==> src/rtl/uart_rx.sv <==
// uart_rx: 8N1 (parameterisable) UART receiver driven by an oversampling tick.
// Recovers frames from the asynchronous rx pin, presents each good byte with a
// one-cycle rx_done strobe and flags bad stop bits with a one-cycle frame_err.
//
// state | meaning
// IDLE  | waiting for a falling edge on the synchronised line
// START | timing to mid start bit, rejecting glitches
// DATA  | sampling data bits at mid-bit, LSB first
// STOP  | sampling the stop bit and reporting the frame result
module uart_rx #(
  parameter int DATA_BITS  = 8,
  parameter int OVERSAMPLE = 16
) (
  input  logic                 clk,
  input  logic                 rst,
  input  logic                 b_tick,
  input  logic                 rx,
  output logic [DATA_BITS-1:0] rx_data,
  output logic                 rx_done,
  output logic                 frame_err,
  output logic                 rx_busy
);

  localparam int TW = $clog2(OVERSAMPLE);
  localparam int BW = $clog2(DATA_BITS);

  localparam logic [TW-1:0] T_MID  = TW'(OVERSAMPLE / 2 - 1);
  localparam logic [TW-1:0] T_END  = TW'(OVERSAMPLE - 1);
  localparam logic [BW-1:0] B_LAST = BW'(DATA_BITS - 1);

  typedef enum logic [1:0] {
    IDLE  = 2'd0,
    START = 2'd1,
    DATA  = 2'd2,
    STOP  = 2'd3
  } state_t;

  state_t               state;
  logic [TW-1:0]        tcnt;
  logic [BW-1:0]        bcnt;
  logic [DATA_BITS-1:0] shreg;

  logic rx_meta;
  logic rx_s;
  logic rx_d;

  // Two-flop synchroniser plus a delayed copy for falling-edge detection;
  // all reset to the idle (high) line level.
  always_ff @(posedge clk or posedge rst) begin
    if (rst) begin
      rx_meta <= 1'b1;
      rx_s    <= 1'b1;
      rx_d    <= 1'b1;
    end else begin
      rx_meta <= rx;
      rx_s    <= rx_meta;
      rx_d    <= rx_s;
    end
  end

  // Frame FSM with tick counter, bit counter, shift register and registered outputs.
  always_ff @(posedge clk or posedge rst) begin
    if (rst) begin
      state     <= IDLE;
      tcnt      <= '0;
      bcnt      <= '0;
      shreg     <= '0;
      rx_data   <= '0;
      rx_done   <= 1'b0;
      frame_err <= 1'b0;
      rx_busy   <= 1'b0;
    end else begin
      rx_done   <= 1'b0;
      frame_err <= 1'b0;
      case (state)
        IDLE: begin
          // Edge detection ignores b_tick, so a coincident tick is not counted.
          if (rx_d && !rx_s) begin
            state   <= START;
            tcnt    <= '0;
            rx_busy <= 1'b1;
          end
        end
        START: begin
          if (b_tick) begin
            if (tcnt == T_MID) begin
              tcnt <= '0;
              if (!rx_s) begin
                state <= DATA;
                bcnt  <= '0;
              end else begin
                state   <= IDLE;
                rx_busy <= 1'b0;
              end
            end else begin
              tcnt <= tcnt + TW'(1);
            end
          end
        end
        DATA: begin
          if (b_tick) begin
            if (tcnt == T_END) begin
              tcnt  <= '0;
              shreg <= {rx_s, shreg[DATA_BITS-1:1]};
              bcnt  <= bcnt + BW'(1);
              if (bcnt == B_LAST) begin
                state <= STOP;
              end
            end else begin
              tcnt <= tcnt + TW'(1);
            end
          end
        end
        STOP: begin
          if (b_tick) begin
            if (tcnt == T_END) begin
              tcnt    <= '0;
              state   <= IDLE;
              rx_busy <= 1'b0;
              if (rx_s) begin
                rx_data <= shreg;
                rx_done <= 1'b1;
              end else begin
                frame_err <= 1'b1;
              end
            end else begin
              tcnt <= tcnt + TW'(1);
            end
          end
        end
        default: begin
          state   <= IDLE;
          rx_busy <= 1'b0;
        end
      endcase
    end
  end

endmodule
==> config.mk <==
export PLATFORM = sky130hd
export DESIGN_NAME = uart_rx
export DESIGN_NICKNAME = d
export VERILOG_FILES = /design/src/rtl/uart_rx.sv
export SDC_FILE = /design/constraint.sdc
export NUM_CORES = 1
export LEC_CHECK = 0
export BUFFER_PORTS_ARGS = -buffer_cell sky130_fd_sc_hd__buf_2
export CORE_ASPECT_RATIO = 1.25
export CORE_MARGIN = 8
export CORE_UTILIZATION = 56
export CTS_CLUSTER_DIAMETER = 40
export CTS_CLUSTER_SIZE = 14
export DETAILED_ROUTE_END_ITERATION = 10
export GPL_TIMING_DRIVEN = 0
export HOLD_SLACK_MARGIN = 0.08
export PLACE_DENSITY_LB_ADDON = 0.25
export SETUP_SLACK_MARGIN = 0.3
export SYNTH_ARGS = -nofsm -noshare
export SYNTH_HDL_FRONTEND = slang
export SYNTH_SLANG_ARGS = --single-unit
==> constraint.sdc <==
create_clock -name clk -period 1.9 [get_ports clk]
set_clock_uncertainty 0.05 [all_clocks]
set_input_delay 0.095 -clock clk [delete_from_list [all_inputs] [get_ports clk]]
set_output_delay 0.095 -clock clk [all_outputs]
set_load 0.02 [all_outputs]
==> impl_metrics.json <==
{
  "final_core_util_pct": 75.1,
  "grt_antenna_before_repair": 0,
  "rows": 20,
  "peakVddDrop_v": 0.000783,
  "setup_viol": 0,
  "overflow": 0,
  "grt_pass1_wl_mm": 4.30,
  "die-area_sq_um": 4270,
  "synthCells": 105,
  "p_leak_nw": 0.867,
  "fmax_mhz": 614,
  "tightest_slew_ns": 1.12,
  "h-tree-depth": 2,
  "drtIter0Drc": 37,
  "fin_ws_ns": 0.272,
  "ff2ff_setup_slack_ns": 0.27,
  "yosys.cell_count.top_type": "dfrtp_1",
  "hold-worst-slack_ns": 0.299,
  "r2r_start": "state[0]$_DFFE_PP0P_",
  "nets": 148,
  "yosysWarnings": 0,
  "yosysSeqAreaShare_pct": 57.3,
  "period_needed_ns": 1.63,
  "cts.clk_slew.worst_paths_ns": 0.10,
  "synth_flop_cell": "dfrtp_1",
  "rsz0062_at_grt": "true",
  "initial_core_util_pct": 57.2,
  "synth-seq-cells": 31,
  "relSlewSlack_pct": 25.3,
  "crit_fanout": 8,
  "maxCapViolCount": 0,
  "status": "finished, final reports clean",
  "path_class": "flop to flop",
  "reg2reg_to": "shreg[5]$_DFFE_PP0P_",
  "finalPower_w": 0.00196,
  "cp_data_required_time_ns": 2.08,
  "synth_top_area_share_pct": 51.5,
  "fp.dieH_um": 71.1,
  "finalHoldViolations": 0,
  "root_buffer": "clkbuf_4",
  "dr.pass1.iters": 4,
  "synth_fp_nets": 112,
  "cts_buffers": 5,
  "io_buffers": 13,
  "drt_wl_total_mm": 3.01,
  "grt_start_max_net_pins": 32,
  "hold_start": "rx_meta$_DFF_PP1_",
  "synth_area_leaders": "dfrtp_1, mux2_2, dfstp_2",
  "worstHoldPathType": "flop to flop",
  "cts_tree": "done",
  "slew_violations": 0,
  "drive_above_1_share_pct": 47.2,
  "pin_count": 15,
  "worstSetupEndpointType": "flop",
  "period_share_pct": 85.7,
  "setup.worst_path.end": "shreg[5]$_DFFE_PP0P_",
  "cts.sinks": 31,
  "dieWidth_um": 60.1,
  "post-dp-hpwl_mm": 1.65,
  "insertion_delay_ns": 0.34,
  "cts_buffer_depth": 2,
  "gp_congestion": 0.806,
  "tns_ns": 0,
  "cp-startpoint": "state[0]$_DFFE_PP0P_",
  "yosysUniqueCellTypes": 32,
  "ys_top_cells_by_count": "dfrtp_1, mux2_2, nand2_1, nor2_1",
  "core-area_sq_um": 2380,
  "pre_cts_ws_ns": 0.113,
  "power_density_nw_per_um2": 1100,
  "synthArstFlopShare_pct": 100,
  "wl_per_cell_um": 17.2,
  "drc": 0,
  "num_vias": 971,
  "drtAntennaViolNets": 0,
  "grt_pass1_vias": 945,
  "critPathLaunchType": "flop",
  "reg2regPathDepth": 5,
  "synth-edff-count": 0,
  "area_growth_pct": 31.2,
  "antenna_cells": 0,
  "yosys.area.top_type": "dfrtp_1",
  "grt_usage_pct": 13.9,
  "worstPathArrival_ns": 1.80,
  "syn-cell-area_sq_um": 1360,
  "vias_per_cell": 5.55,
  "postSynthAreaPerCell_sq_um": 13.0
}
-- logic make-up after synthesis --
kind of cell	count (synthesis)	share of synthesized area [%]
adder cells (fa/ha/maj)	3	2.76
buffers and inverters	7	2.58
multiplexers	19	15.8
AO/OA/AOI/OAI	14	8.00
AND/OR/NAND/NOR	30	12.9
XOR/XNOR	1	0.644
flip-flops	31	57.3
-- per-stage QoR --
| step | std cells | area, sq um |
|---|---|---|
| floorplan | 105 | 1360 |
| global placement | 151 | 1470 |
| detailed placement | 151 | 1470 |
| CTS | 166 | 1650 |
| global route | 175 | 1780 |
| finish | 175 | 1780 |
-- repair_timing --
item | in CTS | in global routing
buffers inserted | 3 | 9
endpoints found under the setup margin | 16 | 17
hold buffers | 3 | 0
pin swaps | 3 | 6
gates cloned | 1 | 0
resized for setup | 9 | 15
hold endpoints to repair | 30 | 0
-- critical path, stage by stage, from the launching register on --
cell and delay, ns:
dfrtp_1 0.40, buf_6 0.14, nand3b_1 0.25, nor2_4 0.19, buf_6 0.15, mux2_2 0.33
-- layout make-up --
class,count,area [sq um]
Buffer,5,40.0
Clock buffer,6,51.3
Clock inverter,2,35.0
Fill cell,167,593
Inverter,2,7.51
Multi-Input combinational cell,67,613
Sequential cell,31,779
Tap cell,33,41.3
Timing Repair Buffer,29,216
-- registers in the layout (all words and copies together) (netlist names), 3 cells and up, named ones only --
name / cells
shreg: 8
rx_data: 8
tcnt: 4
bcnt: 3
-- report_power, final --
part	internal (W)	switching (W)
sequential	0.000734	0.0000867
clock	0.000311	0.000235
combinational	0.000308	0.000283
total	0.00135	0.000604
-- per-layer routing --
metal	GRT usage, %	up-vias	share of wire, %
li1	-	451	-
met1	14.1	480	38
met2	22.5	27	55
met3	5.63	13	4.2
met4	9.31	0	3.2
met5	0	-	0
-- worst min path at each step --
stage	to	slack, ns	cells after the start
global route	rx_s$_DFF_PP1_	0.31	0
global placement	rx_meta$_DFF_PP1_	0.15	1
CTS	rx_s$_DFF_PP1_	0.30	0
floorplan	rx_meta$_DFF_PP1_	0.05	0
finish	rx_s$_DFF_PP1_	0.30	0
detailed placement	rx_meta$_DFF_PP1_	0.15	1
-- layout by cell type, fill, tap and decap left out, types with 3 or more instances in the layout --
master,n
dfstp_2,3
mux2_4,9
o21ai_0,3
o2bb2ai_1,3
nor2_1,4
buf_4,10
dlygate4sd3_1,3
clkbuf_4,5
nand2_1,5
nand3_1,3
buf_2,15
nor3_1,4
mux2_2,8
buf_6,5
dfrtp_1,28
Power figures use the tool's default switching activity.
